==> src/rtl/gate_manager.sv <==
// Gate placement manager: a request handshake FSM in front of a bank of
// per-slot lifetime counters that age on the shared enableDC tick.

module gate_slot #(
    parameter int LIFETIME = 5
) (
    input  logic clk,
    input  logic reset,
    input  logic tick,
    input  logic load,
    output logic active,
    output logic activeNext
);
    logic [2:0] life;
    logic [2:0] lifeNext;

    // A fresh commit wins over a coincident tick so the new gate gets its full lifetime.
    always_comb begin
        lifeNext = life;
        if (load)
            lifeNext = 3'(LIFETIME);
        else if (tick && life != 3'd0)
            lifeNext = life - 3'd1;
    end

    always_ff @(posedge clk) begin
        if (reset)
            life <= 3'd0;
        else
            life <= lifeNext;
    end

    assign active     = (life != 3'd0);
    assign activeNext = (lifeNext != 3'd0);
endmodule

module gate_manager #(
    parameter int NUM_SLOTS = 10,
    parameter int LIFETIME  = 5,
    parameter int MAX_GATES = 3
) (
    input  logic                 clk,
    input  logic                 reset,
    input  logic                 enableDC,
    input  logic                 placeReq,
    input  logic                 ability,
    input  logic [3:0]           gateLoc,
    input  logic [3:0]           playerLoc,
    output logic [NUM_SLOTS-1:0] gateMap,
    output logic                 placeAck,
    output logic                 placeReject,
    output logic [3:0]           activeCount,
    output logic                 canBuild
);
    typedef enum logic [1:0] {IDLE, CHECK, RESP, RELEASE} state_t;

    state_t               state;
    logic [3:0]           locQ;
    logic [3:0]           playerQ;
    logic [NUM_SLOTS-1:0] selOH;
    logic [NUM_SLOTS-1:0] loadVec;
    logic [NUM_SLOTS-1:0] nextMap;
    logic [3:0]           nextCount;
    logic                 occupied;
    logic                 accept;
    logic                 commit;

    always_comb begin
        selOH = '0;
        for (int i = 0; i < NUM_SLOTS; i++)
            selOH[i] = (32'(locQ) == i);
    end

    // Decision uses the registered map/count, so a slot expiring on the commit edge still blocks.
    assign occupied = |(gateMap & selOH);
    assign accept   = ability && (32'(locQ) < NUM_SLOTS) && !occupied &&
                      (locQ != playerQ) && (activeCount != 4'(MAX_GATES));
    assign commit   = (state == CHECK) && accept;
    assign loadVec  = selOH & {NUM_SLOTS{commit}};

    for (genvar g = 0; g < NUM_SLOTS; g++) begin : g_slot
        gate_slot #(.LIFETIME(LIFETIME)) u_slot (
            .clk        (clk),
            .reset      (reset),
            .tick       (enableDC),
            .load       (loadVec[g]),
            .active     (gateMap[g]),
            .activeNext (nextMap[g])
        );
    end

    always_comb begin
        nextCount = 4'd0;
        for (int i = 0; i < NUM_SLOTS; i++)
            nextCount = nextCount + 4'(nextMap[i]);
    end

    always_ff @(posedge clk) begin
        if (reset) begin
            state       <= IDLE;
            locQ        <= 4'd0;
            playerQ     <= 4'd0;
            placeAck    <= 1'b0;
            placeReject <= 1'b0;
            activeCount <= 4'd0;
            canBuild    <= 1'b1;
        end else begin
            placeAck    <= 1'b0;
            placeReject <= 1'b0;
            activeCount <= nextCount;
            canBuild    <= (nextCount < 4'(MAX_GATES));
            case (state)
                IDLE: begin
                    if (placeReq) begin
                        locQ    <= gateLoc;
                        playerQ <= playerLoc;
                        state   <= CHECK;
                    end
                end
                CHECK: begin
                    placeAck    <= accept;
                    placeReject <= !accept;
                    state       <= RESP;
                end
                RESP:    state <= RELEASE;
                RELEASE: if (!placeReq) state <= IDLE;
                default: state <= IDLE;
            endcase
        end
    end
endmodule

==> config.mk <==
export PLATFORM = sky130hd
export DESIGN_NAME = gate_manager
export DESIGN_NICKNAME = d
export VERILOG_FILES = /design/src/rtl/gate_manager.sv
export SDC_FILE = /design/constraint.sdc
export NUM_CORES = 1
export LEC_CHECK = 0
export BUFFER_PORTS_ARGS = -buffer_cell sky130_fd_sc_hd__buf_2
export CAP_MARGIN = 20
export CORE_MARGIN = 1.5
export CORE_UTILIZATION = 47
export CTS_CLUSTER_DIAMETER = 50
export DETAILED_ROUTE_END_ITERATION = 12
export GPL_TIMING_DRIVEN = 0
export PLACE_DENSITY = 0.66
export SLEW_MARGIN = 10
export SYNTH_ARGS = -nofsm -noshare
export SYNTH_HDL_FRONTEND = slang
export SYNTH_SLANG_ARGS = --single-unit
export TNS_END_PERCENT = 5
==> constraint.sdc <==
create_clock -name clk -period 8.6 [get_ports clk]
set_clock_uncertainty 0.1 [all_clocks]
set_input_delay 1.72 -clock clk [delete_from_list [all_inputs] [get_ports clk]]
set_output_delay 1.72 -clock clk [all_outputs]
set_load 0.01 [all_outputs]
# After elaboration in Yosys (flattened, before gate mapping)
# Index checks and enable logic that the tools add are counted.
[word_totals] regBits=47 input_bits=13 output_inout_bits=17 word_cells=123
[classes] n_addsub=19 magnitude_cmp=2 eq_ne=16 n_mux=23 n_bitwise=3 reduce_logical=43
[op_table] cell="3-bit two-way mux" n=20
[op_table] cell="3-bit nonzero test" n=20
[op_table] cell="3-bit by 1-bit subtractor with 3-bit output (second input constant)" n=10
[op_table] cell="4-bit by 1-bit adder with 4-bit output" n=6
[op_table] cell="10-bit AND" n=2
[op_table] cell="4-bit by 3-bit == test with 1-bit output (second input constant)" n=4
[op_table] cell="1-bit logical AND" n=15
[op_table] cell="10-bit OR reduction" n=1
[op_table] cell="4-bit by 2-bit == test with 1-bit output (second input constant)" n=2
[op_table] cell="4-bit == test (second input constant)" n=2
[op_table] cell="2-bit case mux with 4 select lines" n=1
[op_table] cell="3-bit by 1-bit adder with 4-bit output" n=1
[op_table] cell="2-bit == test (second input constant)" n=2
[op_table] cell="4-bit by 1-bit == test with 1-bit output (second input constant)" n=1
[op_table] cell="4-bit logical NOT" n=1
[op_table] cell="4-bit by 2-bit < comparator with 1-bit output (second input constant)" n=1
[op_table] cell="4-bit < comparator (second input constant)" n=1
[op_table] cell="2-bit two-way mux" n=2
[op_table] cell="2-bit != test (second input constant)" n=2
[op_table] cell="4-bit by 2-bit != test with 1-bit output (second input constant)" n=1
[op_table] cell="4-bit != test" n=1
[op_table] cell="2-bit AND reduction" n=2
[op_table] cell="2-bit by 1-bit adder with 3-bit output" n=1
[op_table] cell="1-bit by 1-bit adder with 2-bit output" n=1
[op_table] cell="other kinds (5)" n=6

# Longest topological paths before layout
# Gate-level depths: netlist (run 1).
[logic_depth] word_depth=21 ltp_mapped=18 depth_no_buf=17

# Hierarchy
# From an unflattened synthesis (run 1), not the netlist that was laid out.
[hier_totals] hier_cells=349 hier_area_um2=3169.3
[modules_own_cells] module="gate_slot" instances=10 cells_each=21 area_per_inst_um2=197.7 seq_area_each_um2=60.1
[modules_own_cells] module="gate_manager" instances=1 cells_each=139 area_per_inst_um2=1192.4 seq_area_each_um2=340.3

# Least setup slack after synthesis (run 1)
# OpenSTA, ideal clock, no wires.
[synth_timing] kind="input-to-reg" from="input ability" to="register canBuild" setup_ns=0.086 arrival_time_ns=5.167 required_time_ns=8.414 slack_ns=3.248 cell_stages=14 path_buffers=1 path_cell_list="o311ai_1 a2111oi_4 buf_6 nand2_1 and2_1 fa_1 fa_1 inv_1 fa_1 ha_1 fa_1 xor2_1 nor2_1 a211oi_1"
[synth_between] elab_chain_len=18 elab_cells_between_ends=36 cone_classes="add/sub (9); order compare (1); mux (10); bitwise (1); reduce/logical (15)"
[synth_lines] element="start, declared" line_no="46" rtl="input logic ability,"
[synth_lines] element="1-bit logical AND (*) (3 in series)" line_no="76" rtl="assign accept = ability && (32'(locQ) < NUM_SLOTS) && !occupied &&"
[synth_lines] element="1-bit logical AND (*)" line_no="77" rtl="(locQ != playerQ) && (activeCount != 4'(MAX_GATES));"
[synth_lines] element="1-bit logical AND (*)" line_no="78" rtl="assign commit = (state == CHECK) && accept;"
[synth_lines] element="10-bit AND (*)" line_no="79" rtl="assign loadVec = selOH & {NUM_SLOTS{commit}};"
[synth_lines] element="3-bit two-way mux" line_no="20" rtl="if (load)"
[synth_lines] element="3-bit nonzero test" line_no="34" rtl="assign activeNext = (lifeNext != 3'd0);"
[synth_lines] element="1-bit by 1-bit adder with 2-bit output" line_no="95" rtl="nextCount = nextCount + 4'(nextMap[i]);"
[synth_lines] element="2-bit by 1-bit adder with 3-bit output" line_no="95"
[synth_lines] element="3-bit by 1-bit adder with 4-bit output" line_no="95"
[synth_lines] element="4-bit by 1-bit adder with 4-bit output (5 in series)" line_no="95"
[synth_lines] element="4-bit by 1-bit adder with 4-bit output (*)" line_no="95"
[synth_lines] element="4-bit by 2-bit < comparator with 1-bit output (*)" line_no="111" rtl="canBuild <= (nextCount < 4'(MAX_GATES));"
[synth_lines] element="end signal, assigned" line_no="111"
[synth_lines] element="end, declared" line_no="53" rtl="output logic canBuild"
# Every way passes the cells marked *; elsewhere a longest branch is shown, timed or not.
# A chain may end at the register's enable or synchronous reset.

# Worst setup path in the final report (run 1)
[layout_timing] from="input enableDC" to="register canBuild"
[layout_between] elab_chain_len=14 elab_cells_between_ends=50 cone_classes="add/sub (9); order compare (1); mux (20); reduce/logical (20)"
[layout_lines] element="start, declared" line_no="44" rtl="input logic enableDC,"
[layout_lines] element="1-bit logical AND" line_no="22" rtl="else if (tick && life != 3'd0)"
[layout_lines] element="3-bit two-way mux" line_no="22"
[layout_lines] element="3-bit two-way mux" line_no="20"
[layout_lines] element="3-bit nonzero test" line_no="34"
[layout_lines] element="1-bit by 1-bit adder with 2-bit output" line_no="95"
[layout_lines] element="2-bit by 1-bit adder with 3-bit output" line_no="95"
[layout_lines] element="3-bit by 1-bit adder with 4-bit output" line_no="95"
[layout_lines] element="4-bit by 1-bit adder with 4-bit output (5 in series)" line_no="95"
[layout_lines] element="4-bit by 1-bit adder with 4-bit output (*)" line_no="95"
[layout_lines] element="4-bit by 2-bit < comparator with 1-bit output (*)" line_no="111"
# Marks and branches as above.

==> results.cfg, run 1 <==
[status]
outcome = finished, final reports clean

[layout]
nets = 452
multi_input_area_um2 = 1850
mostFrequentLayoutCell = dfxtp_1
diodes = 0
nFillCells = 623
mostFrequentLayoutCells = 47 x dfxtp_1, 46 x a21oi_1, 44 x nand2_1
area_growth_pct = 11.5
drive_above_1_share_pct = 14.3
design_area_um2 = 3390
ff_latch_area_um2 = 941

[sta]
setup_viol = 0
fmax_mhz = 169
rsz0062_at_grt = no
hold_violations = 0
tightest_slew_ps = 619
slew_violations = 0
setup_tns_ps = 0
min_period_over_period_pct = 68.9
min_period_ps = 5920
timing.slew.headroom_pct = 58.1

[global_routing]
grtUsageTotal_pct = 20.0
grt_pass1_vias = 2368
grt_overflow_total = 0
antenna_found_initial = 0
grt_pass1_wl_um = 11200
grt_max_degree = 15

[cts]
cts_buffers = 5
clk_path_buf_depth = 2
clkTransAtPathRegs_ps = 90
numClockSinks = 47
post_cts_buffers = 0
cts_tree = done
cts.hold.buffers_added = 0
cts_root_buf = clkbuf_8
ctsResizeCount = 0
clk_latency_ps = 310
cts_htree_levels = 2

[yosys]
synth_edf_count = 0
ys.flop_type = dfxtp_1
synthesis.nets = 418
synth_area_um2 = 3040
syn_area_per_cell_um2 = 8.18
synth_seq_area_share_pct = 30.9
yosys_warnings = 0
netlist_instances = 372
synth-seq-cells = 47
synth_cell_types = 43
async_reset_ff_share_pct = 0

[setup_path]
critPathCaptureType = flop
crit_fanout = 10
required_ps = 8720
r2r-end = canBuild
reg2reg_depth = 17
crit_buf_inv = 4
critPathTopFamily = adder cells
rrSetupSlack_ps = 3640
cp.arrival_ps = 6040
crit_type = in2reg
crit_slowest_cell = fa_1
reg2reg_from = g_slot[8].u_slot.life[0]
worstSetupStartpointType = input port
max_stage_delay_ps = 580
crit_chain = buf_2 > clkbuf_1 > clkbuf_1 > nand3_1 > o21ai_0 > and3_1 > fa_1 > fa_1 > inv_1 > fa_1 > ha_1 > fa_1 > xor2_1 > nor2_1 > a211oi_1
crit_top_cell = fa_1

[placement]
gp_congestion = 0.943
hpwlAfterDp_um = 5090
portBuffers = 27
dpl_cell_area_um2 = 3270

[floorplan]
ios = 30
row_count = 29
die_h_um = 83.5
initial_utilization_pct = 48.2
die-area_um2 = 6970
die_x_um = 83.5
coreArea_um2 = 6310

[routing]
via_per_inst = 5.34
ant_nets = 0
routedWlPerCell_um = 13.7
drc = 0
drt_iter0_drc = 140
vias = 2586
firstDrtPassIters = 4
wl_um = 6640

[min_path]
hold_path_class = reg2reg
hold_path_end = playerQ[2]
min_from = playerQ[2]
whs_path_depth = 2

[run]
timing.max_cap.violations = 0
## flip-flops by register name (all words and copies together), names as in the netlist
signal / flops
activeCount: 4
state: 2
g_slot.u_slot.life: 30
playerQ: 4
locQ: 4
placeReject: 1
canBuild: 1
placeAck: 1
## final cells by class
type / instances / share of cell area (%)
inverters: 29 / 3.21
clock buffers: 6 / 2.43
clock inverters: 2 / 1.03
repair buffers: 27 / 3.98
well taps: 77 / 2.84
plain buffers: 25 / 4.24
flip-flops and latches: 47 / 27.7
multi-input cells: 271 / 54.5
## cells in the mapped netlist, types with 5 or more instances
cell      number  area, um2
dfxtp_1       47        941
a21oi_1       46        230
nand2_1       44        165
inv_1         29        109
ha_1          27        338
nand3_1       23        115
nand2b_1      15       93.8
nor2_1        14       52.6
nor3_1        14       70.1
buf_4         10       75.1
clkbuf_1      10       37.5
xnor2_1       10       87.6
o21ai_0        9       45.0
and3_1         7       43.8
fa_1           6        120
xor2_1         6       52.6
nand4_2        5       62.6
nor2b_1        5       31.3
## worst register-to-register path, delay by kind of cell, from the launching register on
kind	cells	cell delay, ps
adders and majority gates	6	2370
and+or+nand+nor	5	830
AOI/OAI and AO/OA	2	670
buffers and inverters	3	420
DFF	1	310
xor gates and xnor gates	1	180
## metrics by stage
stage,instances,hold slack [ps],setup slack [ps],util (%)
after floorplan,372,348,3250,-
after global placement,476,355,2400,51.9
after detailed placement,476,363,2310,51.9
after CTS,484,375,2600,53.7
after global routing,484,397,2330,53.7
final,484,371,2680,53.7
## worst max-delay path by stage
stage,startpoint,endpoint,slack (ps),depth (start not counted)
CTS,enableDC,canBuild,2600,15
detailed placement,enableDC,canBuild,2310,15
floorplan,ability,canBuild,3250,14
finish,enableDC,canBuild,2680,15
global placement,enableDC,canBuild,2400,15
global route,enableDC,canBuild,2330,15
## logic make-up after synthesis
kind of cell	after synthesis	synth area share, %
mux	4	1.32
simple gates	143	24.7
compound gates	75	15.1
buf+inv	54	8.31
flops	47	30.9
xor+xnor	16	4.61
fa+ha+maj	33	15.0
## metal layers
layer / global-route usage, % / up-vias / wire length (um)
met4: 6.26 / 0 / 79
met1: 26.5 / 1195 / 3150
met3: 2.37 / 7 / 215
met2: 34.1 / 47 / 3190
li1: - / 1337 / -
met5: 0 / - / 0
Power of run 1 is not shown: default switching activity piles up to over one toggle a cycle in this logic, so the estimate is an artifact.
==> run 2: changes to the inputs <==
--- a/config.mk
+++ b/config.mk
@@ -12,7 +12,7 @@
 export CTS_CLUSTER_DIAMETER = 50
 export DETAILED_ROUTE_END_ITERATION = 12
 export GPL_TIMING_DRIVEN = 0
-export PLACE_DENSITY = 0.66
+export PLACE_DENSITY = 0.68
 export SLEW_MARGIN = 10
 export SYNTH_ARGS = -nofsm -noshare
 export SYNTH_HDL_FRONTEND = slang
==> constraint.sdc (replaced) <==
create_clock -name clk -period 5.2 [get_ports clk]
set_clock_uncertainty 0.1 [all_clocks]
set_input_delay 1.04 -clock clk [delete_from_list [all_inputs] [get_ports clk]]
set_output_delay 1.04 -clock clk [all_outputs]
set_load 0.01 [all_outputs]
==> run 2 against run 1 <==
Critical path depth unchanged. Register-to-register slack got worse by 3200 ps. Cell count did not move.
==> results.cfg, run 2 (synthesis results as in run 1) <==
[cts]
cts_root_buf = clkbuf_8
cts_buffers = 5
post_cts_buffers = 0
cts.hold.buffers_added = 0
cts_htree_levels = 2
cts_tree = done
clk_latency_ps = 310
clk_path_buf_depth = 2
clkTransAtPathRegs_ps = 90
numClockSinks = 47

[layout]
nets = 452
mostFrequentLayoutCell = dfxtp_1
area_growth_pct = 11.0
mostFrequentLayoutCells = 47 x dfxtp_1, 46 x a21oi_1, 44 x nand2_1
fin_cells = 484
diodes = 0
largest_reg_flops = 30
drive_above_1_share_pct = 14.5
regMostFlops = g_slot.u_slot.life

[placement]
portBuffers = 27
post-place-ws_ps = -318
hpwlAfterDp_um = 5180
gp_congestion = 0.912
placedCellCount = 476

[sta]
min_period_over_period_pct = 93.0
setup_tns_ps = 0
slew_violations = 0
tightest_slew_ps = 679
hold_violations = 0
rsz0062_at_grt = no
timing.slew.headroom_pct = 54.0
min_period_ps = 4840
postLayoutSetupSlackWorst_ps = 364
fmax_mhz = 207
setup_viol = 0

[global_routing]
grt_pass1_wl_um = 11700
grt_pass1_vias = 2468
grt_max_degree = 14
grtUsageTotal_pct = 20.9
grt_overflow_total = 0
antenna_found_initial = 0

[floorplan]
initial_utilization_pct = 48.2
die_h_um = 83.5
row_count = 29
die_x_um = 83.5
die-area_um2 = 6970
coreArea_um2 = 6310
ios = 30

[setup_path]
critPathCaptureType = flop
required_ps = 5330
cp.arrival_ps = 4970
worstSetupStartpointType = input port
crit_type = in2reg
crit_fanout = 10

[routing]
routedWlPerCell_um = 14.0
firstDrtPassIters = 4
vias = 2601
drc = 0
ant_nets = 0
via_per_inst = 5.37
wl_um = 6760
drt_iter0_drc = 115

[min_path]
hold_path_class = reg2reg

[run]
timing.max_cap.violations = 0

[status]
outcome = finished, final reports clean
-- run 2: final cells by class --
cell class | instances | area (um2)
Fill cell | 607 | 2940
Multi-Input combinational cell | 271 | 1850
Sequential cell | 47 | 941
Buffer | 25 | 146
Timing Repair Buffer | 27 | 135
Inverter | 29 | 109
Clock buffer | 8 | 100
Tap cell | 77 | 96.3
-- run 2: stage by stage --
stage / hold slack, ps / util [%] / area [um2]
6_report: 373 / 53.5 / 3380
5_1_grt: 398 / 53.5 / 3380
4_1_cts: 373 / 53.5 / 3380
3_5_place_dp: 361 / 51.9 / 3270
3_3_place_gp: 362 / 51.9 / 3270
2_1_floorplan: 348 / - / 3040
-- run 2: critical path, cell delays in order --
cell	delay [ps]
buf_2	70
o311ai_1	190
a2111oi_4	410
buf_6	210
nand2_1	100
and2_1	240
fa_1	530
fa_1	550
inv_1	60
fa_1	480
ha_1	250
fa_1	380
xor2_1	160
nor2_1	60
a211oi_1	220
-- run 2: what timing repair did --
action                                  in CTS  in global routing
pin swaps                                    0                  1
endpoints found under the setup margin       1                  1
resized for setup                            1                  2
-- run 2: per-layer routing --
layer / vias to the layer above / GRT usage [%] / share of wire, %
met4: 0 / 4.47 / 0.92
met2: 43 / 36.4 / 49
met5: - / 0 / 0
met3: 6 / 3.66 / 3.4
li1: 1331 / - / -
met1: 1221 / 27.3 / 46
-- run 2: path summary, 6_finish.rpt --
path	end	start	cells past startpoint	slack (ps)
min	playerQ[0]	playerQ[0]	2	370
min reg2reg	playerQ[0]	playerQ[0]	2	370
max	canBuild	ability	15	360
max reg2reg	canBuild	locQ[2]	16	400
Power of run 2 is left out for the same reason.
==> run 3: changes to the inputs <==
--- a/config.mk
+++ b/config.mk
@@ -13,6 +13,7 @@
 export DETAILED_ROUTE_END_ITERATION = 12
 export GPL_TIMING_DRIVEN = 0
 export PLACE_DENSITY = 0.68
+export RECOVER_POWER = 25
 export SLEW_MARGIN = 10
 export SYNTH_ARGS = -nofsm -noshare
 export SYNTH_HDL_FRONTEND = slang
==> run 3 against run 2 <==
Critical path depth unchanged. Cell area shrank 0.26%. Die area stayed put. Largest cell class unchanged. Core utilization decreased by 0.14 points. Cell count unchanged. Wire length hardly changed. Register-to-register slack is essentially flat. Critical endpoint unchanged.
==> results.cfg, run 3 (synthesis results as in run 1) <==
[layout]
nets = 452
final_util_pct = 53.3
mostFrequentLayoutCell = dfxtp_1
largest_reg_flops = 30
regMostFlops = g_slot.u_slot.life
mostFrequentLayoutCells = 47 x dfxtp_1, 46 x a21oi_1, 44 x nand2_1
nFillCells = 613
drive_above_1_share_pct = 12.8
diodes = 0
area_growth_pct = 10.7

[floorplan]
ios = 30
die_h_um = 83.5
initial_utilization_pct = 48.2
die_x_um = 83.5
coreArea_um2 = 6310
row_count = 29
die-area_um2 = 6970

[routing]
drc = 0
routedWlPerCell_um = 14.0
via_per_inst = 5.36
ant_nets = 0
vias = 2596
wl_um = 6760
firstDrtPassIters = 4
drt_iter0_drc = 121

[sta]
tightest_slew_ps = 679
postLayoutSetupSlackWorst_ps = 364
slew_violations = 0
fmax_mhz = 207
timing.slew.headroom_pct = 54.0
min_period_ps = 4840
rsz0062_at_grt = no
min_period_over_period_pct = 93.0
hold_violations = 0
setup_viol = 0

[setup_path]
cp.arrival_ps = 4970
reg2reg_from = locQ[2]
required_ps = 5330
crit_type = in2reg
rrSetupSlack_ps = 400
crit_fanout = 10
worstSetupStartpointType = input port
setup.worst_path.end = canBuild
reg2reg_depth = 16
r2r-end = canBuild
critPathCaptureType = flop
startpoint = ability

[cts]
cts_root_buf = clkbuf_8
numClockSinks = 47
cts.hold.buffers_added = 0
clk_path_buf_depth = 2
cts_buffers = 5
cts_tree = done
clkTransAtPathRegs_ps = 90
cts_htree_levels = 2
clk_latency_ps = 310
post_cts_buffers = 0

[placement]
post-place-ws_ps = -318
hpwlAfterDp_um = 5180
portBuffers = 27
gp_congestion = 0.912

[min_path]
hold_path_class = reg2reg
min_from = playerQ[0]

[status]
outcome = finished, final reports clean

[global_routing]
grt_pass1_wl_um = 11700
grtUsageTotal_pct = 20.9
grt_overflow_total = 0
grt_pass1_vias = 2468
antenna_found_initial = 0
grt_max_degree = 14

[run]
timing.max_cap.violations = 0
-- run 3: final cells by class --
cell class,count,area (um2),area share [%]
Timing Repair Buffer,27,126,3.75
Tap cell,77,96.3,2.86
Sequential cell,47,941,27.9
Multi-Input combinational cell,271,1850,54.9
Clock buffer,8,100,2.97
Buffer,25,146,4.35
Inverter,29,109,3.23
-- run 3: routing by layer --
metal	GRT usage, %	share of wire (%)	wire length, um
met4	4.47	0.92	62
met2	36.4	49	3290
met1	27.3	46	3100
met5	0	0	0
met3	3.66	4.5	302
-- run 3: per-stage QoR --
| step | TNS, ps | area [um2] | instances | hold WS [ps] |
|---|---|---|---|---|
| floorplan | 0 | 3040 | 372 | 348 |
| global placement | -343 | 3270 | 476 | 362 |
| detailed placement | -560 | 3270 | 476 | 361 |
| CTS | 0 | 3380 | 484 | 373 |
| global route | 0 | 3370 | 484 | 398 |
| finish | 0 | 3370 | 484 | 374 |
-- run 3: worst min path at each step --
stage	slack (ps)	to	cells past startpoint
floorplan	350	playerQ[2]	2
global placement	360	playerQ[3]	2
detailed placement	360	playerQ[0]	2
CTS	370	playerQ[0]	2
global route	400	playerQ[3]	2
finish	370	playerQ[0]	2
-- run 3: what timing repair did --
item,CTS,global route
resized for setup,1,2
setup endpoints to repair,1,1
pin swaps,0,1
-- run 3: critical path: stages --
cell,delay [ps]
buf_2,70
o311ai_1,190
a2111oi_4,410
buf_6,210
nand2_1,100
and2_1,240
fa_1,530
fa_1,550
inv_1,60
fa_1,480
ha_1,250
fa_1,380
xor2_1,160
nor2_1,70
a211oi_1,220
Power of run 3 is left out for the same reason.
